$ cat config.mk
export PLATFORM = sky130hd
export DESIGN_NAME = bit_serial_adder
export DESIGN_NICKNAME = d
export VERILOG_FILES = /design/src/rtl/serial_arith_pkg.sv /design/src/rtl/full_adder_mux2_1.sv /design/src/rtl/bit_serial_adder.sv
export SDC_FILE = /design/constraint.sdc
export NUM_CORES = 1
export LEC_CHECK = 0
export ABC_CLOCK_PERIOD_IN_PS = 1400
export BUFFER_PORTS_ARGS = -buffer_cell sky130_fd_sc_hd__buf_2
export CORE_AREA = 10 10 56 92
export DETAILED_ROUTE_END_ITERATION = 12
export DIE_AREA = 0 0 66 102
export GPL_TIMING_DRIVEN = 0
export PLACE_DENSITY = 0.68
export SYNTH_ARGS = -nofsm -noshare
export SYNTH_HDL_FRONTEND = slang
export SYNTH_SLANG_ARGS = --single-unit
$ cat constraint.sdc
create_clock -name clk -period 1.4 [get_ports clk]
set_input_delay 0.35 -clock clk [delete_from_list [all_inputs] [get_ports clk]]
set_output_delay 0.35 -clock clk [all_outputs]
set_load 0.005 [all_outputs]
$ cat src/rtl/serial_arith_pkg.sv
// Shared definitions for the bit-serial arithmetic family (adder now,
// subtractor and multiplier later): state encodings and default width.
package serial_arith_pkg;

    localparam logic [1:0] ST_IDLE = 2'd0;
    localparam logic [1:0] ST_RUN  = 2'd1;
    localparam logic [1:0] ST_DONE = 2'd2;

    localparam int DEFAULT_WIDTH = 8;

    typedef enum logic [1:0] {
        S_IDLE = ST_IDLE,
        S_RUN  = ST_RUN,
        S_DONE = ST_DONE
    } serial_state_t;

endpackage

$ cat src/rtl/full_adder_mux2_1.sv
// One-bit full adder built only from 2:1 multiplexer selects.
// This is the single combinational cell that the serial datapath steps through.
module full_adder_mux2_1 (
    input  logic a,
    input  logic b,
    input  logic c_in,
    output logic sum,
    output logic carry_out
);

    logic w_prop;

    // Propagate is a mux that selects between b and its inverse.
    // When propagate is set, the carry passes through; otherwise it is generated from a.
    assign w_prop    = a ? ~b : b;
    assign sum       = w_prop ? ~c_in : c_in;
    assign carry_out = w_prop ? c_in : a;

endmodule

$ cat src/rtl/bit_serial_adder.sv
// Start/busy/done controlled adder that feeds operands LSB first through a
// single full-adder cell. The carry stays in a flop between bit steps.
module bit_serial_adder
    import serial_arith_pkg::*;
#(
    parameter int WIDTH = DEFAULT_WIDTH
) (
    input  logic             clk,
    input  logic             rst_n,
    input  logic             start,
    input  logic [WIDTH-1:0] a_in,
    input  logic [WIDTH-1:0] b_in,
    input  logic             c_in,
    output logic             busy,
    output logic             done,
    output logic [WIDTH-1:0] sum,
    output logic             carry_out
);

    localparam int               CNT_W    = $clog2(WIDTH);
    localparam logic [CNT_W-1:0] LAST_BIT = CNT_W'(WIDTH - 1);

    serial_state_t    r_state;
    logic [WIDTH-1:0] r_a_sh;
    logic [WIDTH-1:0] r_b_sh;
    logic [WIDTH-1:0] r_sum_sh;
    logic [WIDTH-1:0] r_sum;
    logic             r_cy;
    logic             r_carry_out;
    logic [CNT_W-1:0] r_cnt;

    logic             w_fa_sum;
    logic             w_fa_cout;
    logic             w_accept;
    logic [WIDTH-1:0] w_sum_next;

    full_adder_mux2_1 u_fa (
        .a         (r_a_sh[0]),
        .b         (r_b_sh[0]),
        .c_in      (r_cy),
        .sum       (w_fa_sum),
        .carry_out (w_fa_cout)
    );

    // DONE accepts a new request just like IDLE, which allows back-to-back operations.
    assign w_accept   = start && ((r_state == S_IDLE) || (r_state == S_DONE));
    assign w_sum_next = {w_fa_sum, r_sum_sh[WIDTH-1:1]};

    always_ff @(posedge clk or negedge rst_n) begin
        if (!rst_n) begin
            r_state     <= S_IDLE;
            r_a_sh      <= '0;
            r_b_sh      <= '0;
            r_sum_sh    <= '0;
            r_sum       <= '0;
            r_cy        <= 1'b0;
            r_carry_out <= 1'b0;
            r_cnt       <= '0;
        end else if (w_accept) begin
            r_a_sh   <= a_in;
            r_b_sh   <= b_in;
            r_cy     <= c_in;
            r_sum_sh <= '0;
            r_cnt    <= '0;
            r_state  <= S_RUN;
        end else begin
            case (r_state)
                S_RUN: begin
                    r_sum_sh <= w_sum_next;
                    r_cy     <= w_fa_cout;
                    r_a_sh   <= {1'b0, r_a_sh[WIDTH-1:1]};
                    r_b_sh   <= {1'b0, r_b_sh[WIDTH-1:1]};
                    r_cnt    <= r_cnt + CNT_W'(1);
                    // The visible result changes only here and holds until the next final bit.
                    if (r_cnt == LAST_BIT) begin
                        r_sum       <= w_sum_next;
                        r_carry_out <= w_fa_cout;
                        r_state     <= S_DONE;
                    end
                end
                default: r_state <= S_IDLE;
            endcase
        end
    end

    assign busy      = (r_state == S_RUN);
    assign done      = (r_state == S_DONE);
    assign sum       = r_sum;
    assign carry_out = r_carry_out;

endmodule

==> results.cfg <==
[outcome]
status = finished with violations
violations = negative setup slack

[clock_network]
path_clk_slew_ns = 0.07
cts_tree = done
clockBufferDepth = 2
cts_root_buf = clkbuf_8
worstSkewPairLatency_ns = 0.28
cts_htree_levels = 2
hold_buffers = 0
cts_sinks = 38
cts_buffers = 5

[power]
power-per-cell-area_nw_per_um2 = 2391
power_leakage_nw = 1.123
total_power_mw = 5.094
ir_drop_uv = 1313

[route]
drc = 0
routedWlPerCell_um = 17.09
vias = 1138
drtIter0Drc = 24
first_pass_iters = 4
vias_per_cell = 5.343
routed_wl_um = 3641
detail-route-antenna-nets = 0

[grt]
grt_pass1_vias = 1229
grt_usage_pct = 10.91
grt_overflow = 0
grt_max_degree = 39
grt_antenna_before_repair = 0
grt_pass1_wl_um = 5727

[sta]
worstMarginPinSlew_ns = 0.8219
hold_viol = 0
rsz0062_at_grt = yes
setup_slack_ns = -0.08829
period_share_pct = 106.3
period_minus_slack_ns = 1.488
slew_viol_final = 0
max_freq_mhz = 671.9
relSlewSlack_pct = 45.21
setup_viol = 9
clock_skew_ns = 0.002624

[yosys]
synthTopCellsByCount = dfrtp_1 (38), a22o_1 (21), a21o_1 (11)
synth_edf_count = 0
synth_top_area_cell = dfrtp_1
syn_nets = 140
synthCells = 118
yosysMostFrequentCell = dfrtp_1
synth_area_um2 = 1578
synth_area_leaders = dfrtp_1 (60%), a22o_1 (12%), mux2_2 (5.7%)
async_flop_share_pct = 100.0
syn_avg_cell_area_um2 = 13.37
ys_seq_area_share_pct = 60.27
yosys_register_bits = 38
yosys_warnings = 0
synth_top_area_share_pct = 60.27
synth-main-ff-cell = dfrtp_1
ys_types = 28

[die]
start_util_pct = 43.92
num_rows = 29
die_area_um2 = 6732
die_width_um = 66
ios = 31
core_area_um2 = 3592
dieHeight_um = 102

[worst_setup_path]
r2r_setup_slack_ns = -0.09
cp.required_ns = 1.57
critPathLaunchType = register
cp-end-kind = register
worst-path-max-fanout = 5
critPathArrivalTime_ns = 1.66
critical_path_class = register to register

[layout]
syn2layout_area_growth_pct = 35.05
drive_above_1_share_pct = 44.31
finish.utilization_pct = 59.32
fin_nets = 188
diodes = 0

[place]
gp_congestion = 0.7519
io_buffers = 30
hpwl_um = 2392
place_ws_ns = -0.1675

[min_path]
hold_class = primary input to async pin

[run]
drv_cap = 0
cell type report:
| type | instances | area, um^2 |
|---|---|---|
| tap | 46 | 57.56 |
| multi-input combinational | 71 | 651.9 |
| clock inverter | 3 | 40.04 |
| timing repair buffer | 41 | 284.0 |
| sequential | 38 | 952.2 |
| clock buffer | 5 | 68.82 |
| inverter | 2 | 10.01 |
| buffer | 7 | 66.31 |
| fill | 276 | 1461 |
worst max-delay path, stage by stage (launching register included):
cell and delay (ns):
dfrtp_1 0.42, ha_4 0.18, ha_4 0.15, nand3b_1 0.16, buf_6 0.17, mux2_4 0.30
per-layer routing:
layer	global-route usage [%]	part of all wire, %	vias up
met5	0	0	-
met4	4.862	2.5	0
met3	4.162	4.7	9
met2	19.21	54	30
met1	11.02	39	571
li1	-	-	528
cell families after synthesis:
group / Yosys count / share of synthesized area (%)
compound gates: 43 / 21.41
xor+xnor: 2 / 1.110
fa+ha+maj: 2 / 1.586
buf+inv: 9 / 3.409
flops: 38 / 60.27
mux: 11 / 7.613
simple gates: 13 / 4.600
path summary, 6_finish.rpt:
path                            from         end  depth (start not counted)
setup / recovery            r_cnt[0]      sum[5]                          5
hold / removal                 rst_n      sum[6]                          1
setup reg to reg            r_cnt[0]      sum[5]                          5
hold reg to reg            r_a_sh[4]   r_a_sh[4]                          1
max in group asynchronous      rst_n  r_state[0]                          1
min in group clk                c_in        r_cy                          3
stage by stage:
| step | hold WS [ns] | std cells | cell area [um^2] | setup TNS (ns) |
|---|---|---|---|---|
| 2_1_floorplan | 0.05441 | 118 | 1589 | -0.09266 |
| 3_3_place_gp | 0.4582 | 194 | 1797 | -0.7630 |
| 3_5_place_dp | 0.4689 | 194 | 1797 | -1.029 |
| 4_1_cts | 0.1878 | 209 | 2014 | -0.6082 |
| 5_1_grt | 0.2164 | 213 | 2131 | -1.026 |
| 6_report | 0.1591 | 213 | 2131 | -0.6132 |
state kept, by name (all words and copies together), names as in the netlist:
register   flops
carry_out      1
r_a_sh         8
r_b_sh         8
r_cnt          3
r_cy           1
r_state        2
r_sum_sh       7
sum            8
placed cells by master (no fill, tap or decap), drive strengths merged:
master / Yosys / routed
nand3b: 1 / 1
o21bai: 1 / 1
nand2b: 1 / 1
o2bb2ai: 1 / 1
bufinv: 0 / 1
ha: 2 / 2
or3b: 1 / 1
o21ai: 4 / 4
mux2: 8 / 8
xnor2: 1 / 1
clkbuf: 0 / 6
a21oi: 3 / 3
buf: 7 / 47
inv: 2 / 2
nand2: 6 / 6
xor2: 1 / 1
dfrtp: 38 / 38
clkinv: 0 / 2
mux2i: 3 / 3
a21o: 11 / 11
nor2: 2 / 2
nor2b: 2 / 2
o31ai: 2 / 2
a22o: 21 / 21
report_power, final:
part | internal (mW) | switching, mW | total, mW
sequential | 1.58 | 0.356 | 1.94
combinational | 1.33 | 0.928 | 2.26
clock | 0.524 | 0.372 | 0.896
total | 3.44 | 1.66 | 5.09
what timing repair did:
item / CTS / global route
gates cloned: 1 / 1
endpoints found under the hold margin: 0 / 0
pin swaps: 1 / 0
gates resized for setup: 14 / 12
setup buffers: 6 / 3
setup endpoints to repair: 9 / 30
No activity file was read; power rests on OpenSTA's default activity.
